<file path="src/rtl/univ_cnt_pkg.sv">
// Shared types and operation decode for the universal counter/shift register.
package univ_cnt_pkg;

  typedef enum logic [2:0] {
    OP_HOLD,
    OP_LOAD,
    OP_INC,
    OP_DEC,
    OP_SHR,
    OP_SHL
  } op_e;

  // Inc and dec together cancel and also mask any lower shift request.
  function automatic op_e decode_op(
    input logic load,
    input logic inc,
    input logic dec,
    input logic shr,
    input logic shl
  );
    op_e op;
    priority case (1'b1)
      load:         op = OP_LOAD;
      (inc && dec): op = OP_HOLD;
      inc:          op = OP_INC;
      dec:          op = OP_DEC;
      shr:          op = OP_SHR;
      shl:          op = OP_SHL;
      default:      op = OP_HOLD;
    endcase
    return op;
  endfunction

endpackage

</file>
<file path="src/rtl/univ_cnt_arith.sv">
// Modular add/sub of Value +/- Step over 0..MAX_COUNT, with optional saturation.
module univ_cnt_arith
  import univ_cnt_pkg::*;
#(
  parameter int WIDTH     = 16,
  parameter int MAX_COUNT = 2**WIDTH-1,
  parameter int STEP_W    = 4
) (
  input  logic [WIDTH-1:0]  Value,
  input  logic [STEP_W-1:0] Step,
  input  logic              Saturate,
  input  logic              IsDec,
  output logic [WIDTH-1:0]  NextValue,
  output logic              Flag
);

  localparam logic [WIDTH:0]   MaxExt = (WIDTH+1)'(MAX_COUNT);
  localparam logic [WIDTH-1:0] MaxV   = WIDTH'(MAX_COUNT);
  localparam logic [WIDTH:0]   One    = (WIDTH+1)'(1);

  logic [WIDTH:0] val;
  logic [WIDTH:0] stp;
  logic [WIDTH:0] sum;
  logic [WIDTH:0] sumWrap;
  logic [WIDTH:0] sub;
  logic [WIDTH:0] subWrap;

  assign val     = {1'b0, Value};
  assign stp     = (WIDTH+1)'(Step);
  assign sum     = val + stp;
  assign sumWrap = sum - MaxExt - One;
  assign sub     = val - stp;
  assign subWrap = val + MaxExt + One - stp;

  always_comb begin
    NextValue = Value;
    Flag      = 1'b0;
    if (stp == '0) begin
      NextValue = Value;
    end else if (!IsDec) begin
      if (val > MaxExt) begin
        NextValue = '0;
        Flag      = 1'b1;
      end else if (sum > MaxExt) begin
        NextValue = Saturate ? MaxV : WIDTH'(sumWrap);
        Flag      = 1'b1;
      end else begin
        NextValue = WIDTH'(sum);
      end
    end else begin
      // Out-of-range values re-enter at the top without a borrow.
      if (val > MaxExt) begin
        NextValue = MaxV;
      end else if (val >= stp) begin
        NextValue = WIDTH'(sub);
      end else begin
        NextValue = Saturate ? '0 : WIDTH'(subWrap);
        Flag      = 1'b1;
      end
    end
  end

endmodule

</file>
<file path="src/rtl/univ_counter_reg.sv">
// Loadable up/down counter with serial shift; optional UNIV_CNT_LOAD_CLAMP_EN
// clamps loads above MAX_COUNT and flags them with Carry.
module univ_counter_reg
  import univ_cnt_pkg::*;
#(
  parameter int WIDTH     = 16,
  parameter int MAX_COUNT = 2**WIDTH-1,
  parameter int STEP_W    = 4
) (
  input  logic              Clock,
  input  logic              DoReset,
  input  logic [WIDTH-1:0]  CounterInData,
  input  logic              CounterInMSB,
  input  logic              CounterInLSB,
  input  logic [STEP_W-1:0] Step,
  input  logic              Saturate,
  input  logic              DoLoad,
  input  logic              DoIncrement,
  input  logic              DoDecrement,
  input  logic              DoShiftL2R,
  input  logic              DoShiftR2L,
  output logic [WIDTH-1:0]  CounterOut,
  output logic              Carry,
  output logic              Borrow,
  output logic              ShiftOut,
  output logic              AtMax,
  output logic              AtZero
);

  localparam logic [WIDTH-1:0] MaxV = WIDTH'(MAX_COUNT);

  op_e              op;
  logic [WIDTH-1:0] arithNext;
  logic             arithFlag;

  assign op = decode_op(DoLoad, DoIncrement, DoDecrement,
                        DoShiftL2R, DoShiftR2L);

  univ_cnt_arith #(
    .WIDTH     (WIDTH),
    .MAX_COUNT (MAX_COUNT),
    .STEP_W    (STEP_W)
  ) uArith (
    .Value     (CounterOut),
    .Step      (Step),
    .Saturate  (Saturate),
    .IsDec     (op == OP_DEC),
    .NextValue (arithNext),
    .Flag      (arithFlag)
  );

  always_ff @(posedge Clock) begin
    if (DoReset) begin
      CounterOut <= '0;
      Carry      <= 1'b0;
      Borrow     <= 1'b0;
      ShiftOut   <= 1'b0;
    end else begin
      Carry  <= 1'b0;
      Borrow <= 1'b0;
      unique case (op)
        OP_LOAD: begin
`ifdef UNIV_CNT_LOAD_CLAMP_EN
          if (CounterInData > MaxV) begin
            CounterOut <= MaxV;
            Carry      <= 1'b1;
          end else begin
            CounterOut <= CounterInData;
          end
`else
          CounterOut <= CounterInData;
`endif
        end
        OP_INC: begin
          CounterOut <= arithNext;
          Carry      <= arithFlag;
        end
        OP_DEC: begin
          CounterOut <= arithNext;
          Borrow     <= arithFlag;
        end
        OP_SHR: begin
          CounterOut <= {CounterInMSB, CounterOut[WIDTH-1:1]};
          ShiftOut   <= CounterOut[0];
        end
        OP_SHL: begin
          CounterOut <= {CounterOut[WIDTH-2:0], CounterInLSB};
          ShiftOut   <= CounterOut[WIDTH-1];
        end
        default: ;
      endcase
    end
  end

  assign AtMax  = (CounterOut == MaxV);
  assign AtZero = (CounterOut == '0);

endmodule

</file>
<file path="config.mk">
export PLATFORM = sky130hd
export DESIGN_NAME = univ_counter_reg
export DESIGN_NICKNAME = d
export VERILOG_FILES = /design/src/rtl/univ_cnt_pkg.sv /design/src/rtl/univ_cnt_arith.sv /design/src/rtl/univ_counter_reg.sv
export SDC_FILE = /design/constraint.sdc
export NUM_CORES = 1
export LEC_CHECK = 0
export CORE_UTILIZATION = 45
export DETAILED_ROUTE_END_ITERATION = 10
export PLACE_DENSITY_LB_ADDON = 0.3
export SLEW_MARGIN = 20
export SYNTH_ARGS = -nofsm -noshare
export SYNTH_HDL_FRONTEND = slang
export SYNTH_HIERARCHICAL = 1
export SYNTH_SLANG_ARGS = --single-unit
</file>
<file path="constraint.sdc">
create_clock -name Clock -period 5.05 [get_ports Clock]
set_input_delay 0.7575 -clock Clock [delete_from_list [all_inputs] [get_ports Clock]]
set_output_delay 0.7575 -clock Clock [all_outputs]
set_load 0.1 [all_outputs]
</file>
==> key figures <==
Setup path
  • CP Capture Type: register
  • Critical Path Slowest Stage Cell: or4_1
  • R2R setup slack: between 1 and 1.5 ns
  • Kind of critical path: in -> reg
  • Worst-path fanout max: 16
  • Critical-path cell list: clkdlybuf4s50_1, inv_1, ha_1, or3_4, or4_1, o41ai_4, buf_4, inv_2, a2111oi_2, nor3_1, and2_1, a222oi_1, o32ai_2
  • Reg2Reg Depth: 11
  • Critical path arrival: 4.34 ns
  • FF-to-FF Start: CounterOut[3]
  • RR Endpoint: CounterOut[6]
  • Largest stage delay, worst path: between 0.6 and 0.7 ns
  • CP Launch Type: input pin
  • Critical Path RT: 5.17 ns

Clocking
  • Clock transition at path regs: 0.08 ns
  • Root buf cell: clkbuf_8
  • CTS sink cnt: 19
  • Post-CTS Resized: 0
  • Skew-Pair Late Insertion Delay: roughly 0.26 ns
  • Clock buffer depth: 2
  • Hold_buf cts: 0
  • Number of H-tree levels: 1
  • # Post-CTS Setup Buffers: 0
  • CTS tree: yes
  • CTS Buf Count: 3

Routing
  • Vias post-DR: roughly 3500
  • Initial DRC Count: 456
  • Routed len/inst: 19.7 µm
  • DRT Pass-1 Iters: 7
  • Number of remaining DRC errors: 0
  • Antenna Nets Post-Route: 0
  • Routed WL: 9.99 mm
  • Vias/cell: 6.94

Floorplan
  • Starting density of the core: 46.5%
  • Row cnt: 29
  • Die span in x: slightly above 80 µm
  • Die Area: 6880 µm²
  • Die Height: 83.0 µm
  • Core Footprint: 6350 µm²
  • Io pins: a little over 50

Power and ir drop
  • Static Leak: 1.30 nW
  • Int Pwr: 0.393 mW
  • Comb pwr share: between 50% and 60%
  • P_sw: roughly 0.43 mW
  • Clock share of power: about 14%
  • Power per Cell Area: 235 nW/µm²
  • Reg power frac: 27.2%
  • Net Sw Frac: a little over half
  • VDD IR-drop max: 0.184 mV

Logic synthesis
  • Cell area after synthesis: 2950 µm²
  • Net count after synthesis: between 400 and 500
  • Ys async rst share: 0%
  • Seq/Total Area, Yosys: roughly an eighth
  • Synthesized instance count: about 400
  • Area contributors post-synth: dfxtp_1, a21oi_1, o32ai_2
  • FF+latch count, synth: 19
  • Syn. warnings: 6
  • Post-synth EDFFs: 0
  • Ys flop type: dfxtp_1
  • Synth area leader: dfxtp_1
  • Synth unique cells: 75
  • Share of the synthesized area in the top cell type: roughly an eighth
  • Syn avg cell area: between 7 and 8 µm²

STA
  • Hold WS: approximately 0.53 ns
  • Final Skew: 0.00368 ns
  • Final-report hold violation count: 0
  • Slew @ Worst Pin: 0.974 ns
  • RSZ-0062 raised after global routing: false
  • Max Freq: 0.237 GHz
  • Setup TNS: 0 ns
  • Worst setup margin: approximately 0.83 ns
  • # setup viols final: 0
  • Crit path time final: between 4 and 5 ns
  • Final Slew Violations: 0
  • Final period util: 83.6%
  • Rel. slew slack: a little over a third

Worst hold path
  • Hold Crit Start: ShiftOut
  • Hold Path End: ShiftOut
  • Hold depth: 2
  • Worst hold path class: reg -> reg

Layout
  • Final #Nets: 473
  • Most common cell after layout, fill and taps aside: clkdlybuf4s50_1
  • Share of cells above drive strength 1: 10.4%
  • Util after Layout: 55.1%
  • Area delta synth->final: 18.7%
  • Final cell count without fillers: 508
  • N_diodes: 0
  • Commonest non-fill, non-tap cells in the layout: clkdlybuf4s50_1, nor2_1, a21oi_1, inv_1, dfxtp_1

Global route
  • First-pass GRT wire length: approximately 16 mm
  • Antenna violations before repair: 0
  • Gr usage total: 27.9%
  • Vias in the first global route: 3302
  • Remaining global-route overflow: 0
  • Largest net degree at the start of global routing: 22

Placed design
  • Port Buffers: 50
  • Cells after DPL: 504
  • GPL Wtd Cong: 0.937
  • Detailed Place HPWL: 7.04 mm
  • Pre-CTS setup slack: 0.584 ns

Outcome
  • Status: finished clean

Run
  • Max-cap check violation count: 0
==> cells in the mapped netlist, drive strengths merged, types with 2 or more instances <==
master   instances
o2111ai         16
a32o             2
o21ai           18
clkbuf          19
o41ai            2
or2              3
mux2i            4
xor2             5
a21o             2
nand2b           4
or3             17
and3             2
ha               9
a2111oi          2
or4              5
buf             16
o32ai           14
and2            15
o311ai           2
o21a             3
xnor2            3
dfxtp           19
a22o             2
a31oi            6
nand4            9
and3b            2
a21oi           31
inv             26
a221oi           2
a211oi           5
nor2            37
o22ai            3
nand3b           2
nor3            14
nand3            7
a222oi          14
nor4            13
nand2           16
nor2b            6
o21bai           4
fa               2
a32oi            2
==> metrics by stage <==
stage                     power [mW]  cell area [µm²]
final                          0.823             3500
after global routing           0.861             3500
after CTS                      0.813             3490
after detailed placement       0.700             3450
after global placement         0.696             3450
after floorplan                0.576             2950
==> layout make-up <==
class	instances	area, µm²
clock buffers	4	45.0
fillers	609	2850
inverters	27	101
multi-input cells	320	2290
flip-flops and latches	19	380
well taps	77	96.3
repair buffers	61	583
==> registers in the layout, summed over array words and instances, names as in the netlist <==
signal / count
CounterOut: 16
ShiftOut: 1
Carry: 1
Borrow: 1
==> critical path: cells and delay by family <==
kind	cells	cell delay, ns
AND/OR/NAND/NOR	4	1.24
AO/OA/AOI/OAI	4	1.18
buffers and inverters	4	0.91
adder cells (fa/ha/maj)	1	0.24
==> power groups by stage <==
| stage | sequential [mW] | clock [mW] | combinational (mW) |
|---|---|---|---|
| 2_1_floorplan | 0.313 | 0 | 0.263 |
| 3_3_place_gp | 0.226 | 0 | 0.470 |
| 3_5_place_dp | 0.226 | 0 | 0.473 |
| 4_1_cts | 0.223 | 0.113 | 0.477 |
| 5_1_grt | 0.228 | 0.117 | 0.516 |
| 6_report | 0.224 | 0.115 | 0.485 |
==> worst max-delay path by stage <==
stage	start	end	slack [ns]
finish	Step[3]	CounterOut[6]	0.83
global route	Step[3]	CounterOut[4]	0.65
CTS	Step[3]	CounterOut[6]	0.84
detailed placement	Step[3]	CounterOut[6]	0.58
global placement	Step[3]	CounterOut[4]	0.61
floorplan	CounterOut[5]	AtMax	0.08
==> per-layer routing <==
layer / GRT usage [%] / wire length (µm)
met5: 0 / 0
met4: 11.6 / 218
met3: 2.29 / 879
met2: 45.8 / 4660
met1: 37.6 / 4230
==> cell families (layout without fill, tap and decap cells) <==
family | after synthesis | after routing | share of synthesized area (%)
fa+ha+maj | 11 | 11 | 5.17
compound gates | 141 | 141 | 39.1
xor+xnor | 8 | 8 | 2.37
flops | 19 | 19 | 12.9
mux | 4 | 4 | 1.36
simple gates | 156 | 156 | 29.6
buf+inv | 62 | 92 | 9.54
Note: power is estimated with default switching activity, not from simulation.
